--- config.mk ---
export PLATFORM = sky130hd
export DESIGN_NAME = icache_flat
export DESIGN_NICKNAME = d
export VERILOG_FILES = /design/src/rtl/icache_pkg.sv /design/src/rtl/icache_if.sv /design/src/rtl/icache_array.sv /design/src/rtl/icache.sv /design/src/flat_wrapper.sv
export SDC_FILE = /design/constraint.sdc
export NUM_CORES = 2
export LEC_CHECK = 0
export CELL_PAD_IN_SITES_DETAIL_PLACEMENT = 1
export CELL_PAD_IN_SITES_GLOBAL_PLACEMENT = 2
export CORE_ASPECT_RATIO = 2
export CORE_MARGIN = 10
export CORE_UTILIZATION = 40
export CTS_BUF_LIST = sky130_fd_sc_hd__clkbuf_4
export DETAILED_ROUTE_END_ITERATION = 8
export GPL_TIMING_DRIVEN = 0
export PLACE_DENSITY = 0.74
export SKIP_LAST_GASP = 1
export SLEW_MARGIN = 20
export SYNTH_ARGS = -nofsm -noshare
export SYNTH_HDL_FRONTEND = slang
export SYNTH_SLANG_ARGS = --single-unit
--- constraint.sdc ---
create_clock -name clk -period 9.77 [get_ports clk]
set_input_delay 2.931 -clock clk [delete_from_list [all_inputs] [get_ports clk]]
set_output_delay 2.931 -clock clk [all_outputs]
set_load 0.005 [all_outputs]
--- src/rtl/icache_pkg.sv ---
// Shared types and sizing helpers for the direct-mapped instruction cache.
// The FSM state type and the address-split widths live here so the top and
// the storage array agree on how a byte address is carved up.
package icache_pkg;

   // Controller states: serve hits, refill a line beat by beat, or deliver
   // the held request once the line is in place.
   typedef enum logic [1:0] {
      IDLE   = 2'd0,
      FILL   = 2'd1,
      REPLAY = 2'd2
   } state_e;

   localparam int DEF_LINES = 16;
   localparam int DEF_WORDS = 4;

   // Width of the word-offset field (selects a word inside a line).
   function automatic int offBits(input int words);
      return $clog2(words);
   endfunction

   // Width of the index field (selects a line).
   function automatic int idxBits(input int lines);
      return $clog2(lines);
   endfunction

   // Whatever is left of the 30-bit word address after offset and index.
   function automatic int tagBits(input int lines, input int words);
      return 30 - offBits(words) - idxBits(lines);
   endfunction

   localparam int OB = offBits(DEF_WORDS);
   localparam int IB = idxBits(DEF_LINES);
   localparam int TB = tagBits(DEF_LINES, DEF_WORDS);

endpackage

--- src/rtl/icache_if.sv ---
// Fetch-side and memory-side signals of the instruction cache bundled into
// one interface. The cache uses the slave view; whoever plays fetch stage
// and system memory uses the master view.
interface icache_if;

   logic [31:0] PcReq;
   logic        ReqVal;
   logic        Flush;
   logic        Invalidate;
   logic [31:0] InstrFill;
   logic        InstrVal;
   logic        Stall;
   logic        MemReq;
   logic [31:0] MemAddr;
   logic        MemAck;
   logic [31:0] MemData;

   modport slave (
      input  PcReq,
      input  ReqVal,
      input  Flush,
      input  Invalidate,
      input  MemAck,
      input  MemData,
      output InstrFill,
      output InstrVal,
      output Stall,
      output MemReq,
      output MemAddr
   );

   modport master (
      output PcReq,
      output ReqVal,
      output Flush,
      output Invalidate,
      output MemAck,
      output MemData,
      input  InstrFill,
      input  InstrVal,
      input  Stall,
      input  MemReq,
      input  MemAddr
   );

endinterface

--- src/rtl/icache_array.sv ---
// Valid, tag and data storage for the cache. One combinational read port
// addressed by (index, offset), one write enable per word of the line being
// refilled, a tag/valid write port and a clear-all for invalidation.
module icache_array
   import icache_pkg::*;
#(
   parameter int LINES = DEF_LINES,
   parameter int WORDS = DEF_WORDS,
   localparam int OBW = offBits(WORDS),
   localparam int IBW = idxBits(LINES),
   localparam int TBW = tagBits(LINES, WORDS)
) (
   input  logic             clk,
   input  logic             reset,
   input  logic [IBW-1:0]   rdIndex_i,
   input  logic [OBW-1:0]   rdOffset_i,
   output logic             rdValid_o,
   output logic [TBW-1:0]   rdTag_o,
   output logic [31:0]      rdData_o,
   input  logic [IBW-1:0]   wrIndex_i,
   input  logic [WORDS-1:0] wrEn_i,
   input  logic [31:0]      wrData_i,
   input  logic             tagWe_i,
   input  logic [TBW-1:0]   wrTag_i,
   input  logic             clearAll_i
);

   logic [LINES-1:0] valid_q;
   logic [TBW-1:0]   tag_q  [LINES];
   logic [31:0]      data_q [LINES][WORDS];

   // Valid bits: set when a line's tag is written, all cleared by an
   // invalidate; clearing wins so a line installed on the same edge as an
   // invalidate ends up invalid.
   always_ff @(posedge clk or negedge reset) begin
      if (!reset) begin
         valid_q <= '0;
      end else begin
         if (tagWe_i) begin
            valid_q[wrIndex_i] <= 1'b1;
         end
         if (clearAll_i) begin
            valid_q <= '0;
         end
      end
   end

   // Tag storage needs no reset; a tag is only trusted alongside its valid bit.
   always_ff @(posedge clk) begin
      if (tagWe_i) begin
         tag_q[wrIndex_i] <= wrTag_i;
      end
   end

   // Data storage: each refill beat writes one word of the selected line.
   always_ff @(posedge clk) begin
      for (int w = 0; w < WORDS; w++) begin
         if (wrEn_i[w]) begin
            data_q[wrIndex_i][w] <= wrData_i;
         end
      end
   end

   assign rdValid_o = valid_q[rdIndex_i];
   assign rdTag_o   = tag_q[rdIndex_i];
   assign rdData_o  = data_q[rdIndex_i][rdOffset_i];

endmodule

--- src/rtl/icache.sv ---
// Direct-mapped read-only instruction cache. Hits return the word one cycle
// after the request; a miss stalls fetch, refills the whole line from memory
// one acknowledged beat at a time, then replays the held request for a cycle.
module icache
   import icache_pkg::*;
#(
   parameter int LINES = DEF_LINES,
   parameter int WORDS = DEF_WORDS
) (
   input  logic     clk,
   input  logic     reset,
   icache_if.slave  bus
);

   localparam int OBW = offBits(WORDS);
   localparam int IBW = idxBits(LINES);
   localparam int TBW = tagBits(LINES, WORDS);

   state_e           state_q,   state_d;
   logic [OBW-1:0]   beat_q,    beat_d;
   logic [TBW-1:0]   reqTag_q,  reqTag_d;
   logic [IBW-1:0]   reqIdx_q,  reqIdx_d;
   logic [OBW-1:0]   reqOff_q,  reqOff_d;
   logic             cancel_q,  cancel_d;
   logic             invPend_q, invPend_d;
   logic             hitVal_q,  hitVal_d;
   logic [31:0]      fill_q,    fill_d;
   logic             stall_q,   stall_d;

   logic [OBW-1:0]   pcOff;
   logic [IBW-1:0]   pcIdx;
   logic [TBW-1:0]   pcTag;
   logic [IBW-1:0]   rdIdx;
   logic [OBW-1:0]   rdOff;
   logic             rdValid;
   logic [TBW-1:0]   rdTag;
   logic [31:0]      rdData;
   logic             tagHit;
   logic [WORDS-1:0] wrEn;
   logic             tagWe;
   logic             clearAll;
   logic             unusedPcBits;

   // The byte-lane bits of the fetch address carry no information.
   assign unusedPcBits = ^bus.PcReq[1:0];

   assign pcOff = bus.PcReq[OBW+1:2];
   assign pcIdx = bus.PcReq[OBW+IBW+1:OBW+2];
   assign pcTag = bus.PcReq[31:OBW+IBW+2];

   // During REPLAY the read port looks at the held request; otherwise it
   // looks at whatever fetch is presenting.
   assign rdIdx  = (state_q == REPLAY) ? reqIdx_q : pcIdx;
   assign rdOff  = (state_q == REPLAY) ? reqOff_q : pcOff;
   assign tagHit = rdValid && (rdTag == pcTag);

   icache_array #(
      .LINES (LINES),
      .WORDS (WORDS)
   ) u_array (
      .clk        (clk),
      .reset      (reset),
      .rdIndex_i  (rdIdx),
      .rdOffset_i (rdOff),
      .rdValid_o  (rdValid),
      .rdTag_o    (rdTag),
      .rdData_o   (rdData),
      .wrIndex_i  (reqIdx_q),
      .wrEn_i     (wrEn),
      .wrData_i   (bus.MemData),
      .tagWe_i    (tagWe),
      .wrTag_i    (reqTag_q),
      .clearAll_i (clearAll)
   );

   // Next-state logic: hit/miss decision in IDLE, beat sequencing in FILL,
   // and the one-cycle replay. Flush during a fill only cancels the replay;
   // an invalidate during a fill is remembered and applied on the install
   // edge so the freshly filled line does not survive it.
   always_comb begin
      state_d   = state_q;
      beat_d    = beat_q;
      reqTag_d  = reqTag_q;
      reqIdx_d  = reqIdx_q;
      reqOff_d  = reqOff_q;
      cancel_d  = cancel_q;
      invPend_d = invPend_q;
      hitVal_d  = 1'b0;
      fill_d    = fill_q;
      wrEn      = '0;
      tagWe     = 1'b0;
      clearAll  = bus.Invalidate;

      case (state_q)
         IDLE: begin
            if (bus.ReqVal && !bus.Flush) begin
               if (tagHit) begin
                  hitVal_d = 1'b1;
                  fill_d   = rdData;
               end else begin
                  reqTag_d  = pcTag;
                  reqIdx_d  = pcIdx;
                  reqOff_d  = pcOff;
                  beat_d    = '0;
                  cancel_d  = 1'b0;
                  invPend_d = 1'b0;
                  state_d   = FILL;
               end
            end
         end

         FILL: begin
            if (bus.Flush) begin
               cancel_d = 1'b1;
            end
            if (bus.Invalidate) begin
               invPend_d = 1'b1;
            end
            if (bus.MemAck) begin
               wrEn[beat_q] = 1'b1;
               beat_d       = beat_q + OBW'(1);
               if (beat_q == OBW'(WORDS - 1)) begin
                  tagWe = 1'b1;
                  if (invPend_q || bus.Invalidate) begin
                     clearAll = 1'b1;
                     state_d  = IDLE;
                  end else if (cancel_q || bus.Flush) begin
                     state_d  = IDLE;
                  end else begin
                     state_d  = REPLAY;
                  end
               end
            end
         end

         REPLAY: begin
            state_d = IDLE;
         end

         default: begin
            state_d = IDLE;
         end
      endcase

      stall_d = (state_d == FILL);
   end

   // State, beat counter, held request, flags and registered outputs.
   always_ff @(posedge clk or negedge reset) begin
      if (!reset) begin
         state_q   <= IDLE;
         beat_q    <= '0;
         reqTag_q  <= '0;
         reqIdx_q  <= '0;
         reqOff_q  <= '0;
         cancel_q  <= 1'b0;
         invPend_q <= 1'b0;
         hitVal_q  <= 1'b0;
         fill_q    <= '0;
         stall_q   <= 1'b0;
      end else begin
         state_q   <= state_d;
         beat_q    <= beat_d;
         reqTag_q  <= reqTag_d;
         reqIdx_q  <= reqIdx_d;
         reqOff_q  <= reqOff_d;
         cancel_q  <= cancel_d;
         invPend_q <= invPend_d;
         hitVal_q  <= hitVal_d;
         fill_q    <= fill_d;
         stall_q   <= stall_d;
      end
   end

   // Memory port is driven straight from registered state so it drops the
   // moment reset is asserted; the address reads as zero outside a fill.
   assign bus.MemReq  = (state_q == FILL);
   assign bus.MemAddr = (state_q == FILL) ? {reqTag_q, reqIdx_q, beat_q, 2'b00} : 32'h0;

   // Replay is delivered from the array in its own cycle and is squashed by
   // a flush arriving in that same cycle; hits come from the output register.
   assign bus.InstrVal  = (state_q == REPLAY) ? !bus.Flush : hitVal_q;
   assign bus.InstrFill = (state_q == REPLAY) ? rdData : fill_q;
   assign bus.Stall     = stall_q;

endmodule

--- src/flat_wrapper.sv ---
// flat-port wrapper written by rule: the top's interface ports become plain ports
module icache_flat import icache_pkg::*;
#(
   parameter int LINES = DEF_LINES,
   parameter int WORDS = DEF_WORDS
)
  (clk, reset, bus_PcReq, bus_ReqVal, bus_Flush, bus_Invalidate, bus_MemAck, bus_MemData, bus_InstrFill, bus_InstrVal, bus_Stall, bus_MemReq, bus_MemAddr);
  icache_if bus_i ();
  input  logic clk;
  input  logic reset;
  input wire logic [$bits(bus_i.PcReq)-1:0] bus_PcReq;
  input wire logic [$bits(bus_i.ReqVal)-1:0] bus_ReqVal;
  input wire logic [$bits(bus_i.Flush)-1:0] bus_Flush;
  input wire logic [$bits(bus_i.Invalidate)-1:0] bus_Invalidate;
  input wire logic [$bits(bus_i.MemAck)-1:0] bus_MemAck;
  input wire logic [$bits(bus_i.MemData)-1:0] bus_MemData;
  output wire logic [$bits(bus_i.InstrFill)-1:0] bus_InstrFill;
  output wire logic [$bits(bus_i.InstrVal)-1:0] bus_InstrVal;
  output wire logic [$bits(bus_i.Stall)-1:0] bus_Stall;
  output wire logic [$bits(bus_i.MemReq)-1:0] bus_MemReq;
  output wire logic [$bits(bus_i.MemAddr)-1:0] bus_MemAddr;
  assign bus_i.PcReq = bus_PcReq;
  assign bus_i.ReqVal = bus_ReqVal;
  assign bus_i.Flush = bus_Flush;
  assign bus_i.Invalidate = bus_Invalidate;
  assign bus_i.MemAck = bus_MemAck;
  assign bus_i.MemData = bus_MemData;
  assign bus_InstrFill = bus_i.InstrFill;
  assign bus_InstrVal = bus_i.InstrVal;
  assign bus_Stall = bus_i.Stall;
  assign bus_MemReq = bus_i.MemReq;
  assign bus_MemAddr = bus_i.MemAddr;
  icache #(.LINES(LINES), .WORDS(WORDS)) u_core (.clk(clk), .reset(reset), .bus(bus_i));
endmodule
==> impl_results.md <==
- RSZ-0062 raised after global routing: yes
- H-tree levels: 6
- PortBufs: 130
- Internal: 17400 µW
- Nets: between 5000 and 6000
- Mapped cell area: 98700 µm²
- Num CTS Buffers: between 500 and 600
- Number of flops mapped to enable cells by yosys: about 2400
- WHS Endpoint: u_core.u_array.valid_q[4]
- Crit path depth: 13
- Area contributors post-synth: edfxtp_1, mux4_2, nand2_1, dfrtp_1, mux2i_1
- Vias in the first global route: 60100
- Die Y: 723 µm
- R2R setup slack: 3.78 ns
- CP Launch Type: input port
- Synth Flop Type: edfxtp_1
- Clock power frac: 0.355
- Reg power frac: 0.544
- Detailed Routing Iterations Pass 1: 5
- DRC: 0
- Worst Path Arrival: 6.84 ns
- Cell Count, Final, Fillers Out: between 9000 and 10000
- Number of top-level pins: 137
- Worst path most repeated cell: clkdlybuf4s50_1
- Largest net degree at the start of global routing: 65
- Cts hold-fix bufs: 0
- Placed inst area: 108000 µm²
- GP Congestion: 0.912
- Max-cap check violation count: 0
- Post-synthesis sequential area ratio: 0.762
- Initial antenna violation count: 11
- Post-synth ARST share: 0.0342
- Power density over the cells: 199 nW/µm²
- # placed instances: 8567
- Final Hold Fails: 0
- Total grt overflow: 0
- Clk sinks: 2518
- Avg WL per Cell: 33.3 µm
- Peak VDD IR: 0.198 mV
- # rows: between 200 and 300
- Slowest cell on crit path: a311oi_4
- Outcome: finished, violations left
- Final worst-path cycle share: 1.00
- Finished Cell Area: 118000 µm²
- Worst Hold Launch: u_core.u_array.valid_q[4]
- Yosys Warn Count: 0
- Initial Util: 0.402
- Hold path depth: 1
- Reg2Reg Depth: 14
- Max-slew violation count: 0
- CP max stage delay: 0.54 ns
- Crit path required time: 6.84 ns
- Vias per cell: 5.70
- Routed WL: 317 mm
- FF-to-FF Start: u_core.state_q[1]
- HPWL Detailed: approximately 220 mm
- Final min period: 9.77 ns
- Maximum achievable frequency: 102 MHz
- Logic pwr share: 0.101
- CP Cell Sequence: clkdlybuf4s50_1 -> buf_4 -> a21o_4 -> buf_8 -> clkbuf_16 -> clkbuf_8 -> nand2_1 -> and3_1 -> a311oi_4 -> a31oi_1 -> a21oi_2 -> mux2_2 -> clkdlybuf4s50_1
- Final WS setup: -0.00413 ns
- Reg clk slew, reported paths: 0.07 ns
- First-pass GRT wire length: 445 mm
- Net Switching: 6020 µW
- Core Box Area: 245000 µm²
- Cells after Synth: 5034
- Final setup vio count: 1
- Synth unique cells: 67
- Critical path class: in -> out
- CTS tree: yes
- Leak: 0.0387 µW
- Number of synthesized register bits: 2518
- CP delay by family, top: buffers and inverters
- Full die area: around 270000 µm²
- DR iter-0 viols: 4470
- CP bufs+invs: 6
- CTS root buf: clkbuf_4
- R2R Path End: u_core.reqTag_q[4]
- Synth top area share: 0.740
- Longest Clk Path Bufs: 4
- Avg Synthesized Cell Area: 19.6 µm²
- Hold Path Class: reg -> reg
- Via count: 54300
- Rel. slew slack: 0.158
- Most frequent cell after synthesis: edfxtp_1
- Layout cells sized above 1: 0.346
- Sw Ratio: 0.257
- Failing checks: negative setup slack
- Worst Tran Pin Value: 1.23 ns
- Post-route ant nets: 0
- Top cells by count, synth: edfxtp_1, nand2_1, mux4_2, mux2i_1, nand3_1
- Clock skew: 0.109 ns
- Yosys top cell by area: edfxtp_1
- Die X: roughly 370 µm
- Layout area overhead: 19.1%
- Crit path capture type: output port
- All-Layer GR Usage: 0.234
- Worst skew pair latency: 1.31 ns
- Max FO, Critical Path: 10
layout by cell type, fill, tap and decap left out, types with 50 or more instances in the layout:
cell type / count
clkinv_1: 105
nand3_1: 136
mux4_2: 514
buf_16: 59
buf_4: 108
clkdlybuf4s50_1: 93
dfrtp_1: 86
nand2_1: 578
clkbuf_4: 811
o22ai_1: 59
buf_12: 94
nor2_4: 64
a311oi_4: 50
clkbuf_2: 55
mux2_2: 78
mux2i_1: 142
edfxtp_1: 2432
a211oi_1: 77
worst max-delay path by stage:
stage | slack, ns | startpoint | endpoint
detailed placement | -3.22 | bus_PcReq[4] | bus_InstrFill[13]
global placement | -3.78 | bus_PcReq[4] | bus_InstrFill[2]
CTS | -0.0009 | bus_PcReq[4] | bus_InstrFill[9]
floorplan | 0.95 | bus_PcReq[5] | bus_InstrFill[10]
global route | -0.03 | bus_PcReq[6] | bus_InstrFill[17]
finish | -0.004 | bus_PcReq[6] | bus_InstrFill[30]
kinds of logic (layout without fill, tap and decap cells):
logic type	Yosys count	count (layout)	synth area share
multiplexers	775	775	0.146
AO/OA/AOI/OAI	398	398	0.0294
AND/OR/NAND/NOR	970	970	0.0436
XOR/XNOR	24	24	0.00213
adder cells (fa/ha/maj)	4	4	0.000507
buffers and inverters	344	1600	0.0165
other	1	11	0.0000380
flip-flops	2518	2518	0.762
area by class of cell:
class / count / area [µm²]
fill: 22800 / 128000
sequential: 2518 / 75200
multi-input combinational: 2173 / 24000
clock buffer: 788 / 5920
timing repair buffer: 308 / 4770
tap: 3237 / 4050
buffer: 298 / 2400
clock inverter: 164 / 1100
inverter: 42 / 158
antenna: 9 / 22.5
power groups by stage:
stage | Sequential (µW) | Combinational [µW] | Clock, µW
2_1_floorplan | 12800 | 999 | 0
3_3_place_gp | 13000 | 1970 | 0
3_5_place_dp | 13000 | 2240 | 0
4_1_cts | 12700 | 2370 | 8480
5_1_grt | 12800 | 2480 | 8980
6_report | 12700 | 2370 | 8310
what timing repair did:
item,in CTS,in global routing
setup endpoints to repair,32,27
buffers inserted,9,2
pin swaps,38,10
cloned,2,0
resized for setup,481,43
endpoints found under the hold margin,0,0
sequential cells by signal, summed over array words and instances, names as in the netlist:
register / cells
u_core.fill_q: 32
u_core.bus.Stall: 1
u_core.invPend_q: 1
u_core.cancel_q: 1
u_core.hitVal_q: 1
u_core.reqOff_q: 2
u_core.beat_q: 2
u_core.u_array.tag_q: 384
u_core.reqIdx_q: 4
u_core.state_q: 2
u_core.reqTag_q: 24
u_core.u_array.valid_q: 16
u_core.u_array.data_q: 2048
metrics by stage:
step | util | total power, µW | worst slack [ns] | TNS [ns] | hold WS [ns]
6_report | 0.479 | 23400 | -0.00413 | -0.00413 | 0.494
3_3_place_gp | 0.424 | 15000 | -3.78 | -543.58 | 0.468
2_1_floorplan | - | 13800 | 0.949 | 0 | 0.459
3_5_place_dp | 0.441 | 15200 | -3.22 | -89.73 | 0.480
5_1_grt | 0.479 | 24200 | -0.0284 | -0.0583 | 0.513
4_1_cts | 0.479 | 23600 | -0.000867 | -0.000867 | 0.497
metal layers:
metal  vias to the layer above  track usage  part of all wire
li1                      22500            -                 -
met1                     28800        0.233              0.32
met2                      2137        0.427              0.54
met3                       798       0.0355             0.048
met4                         6        0.188             0.092
met5                         -            0           0.00014
(Power assumes the default switching activity.)
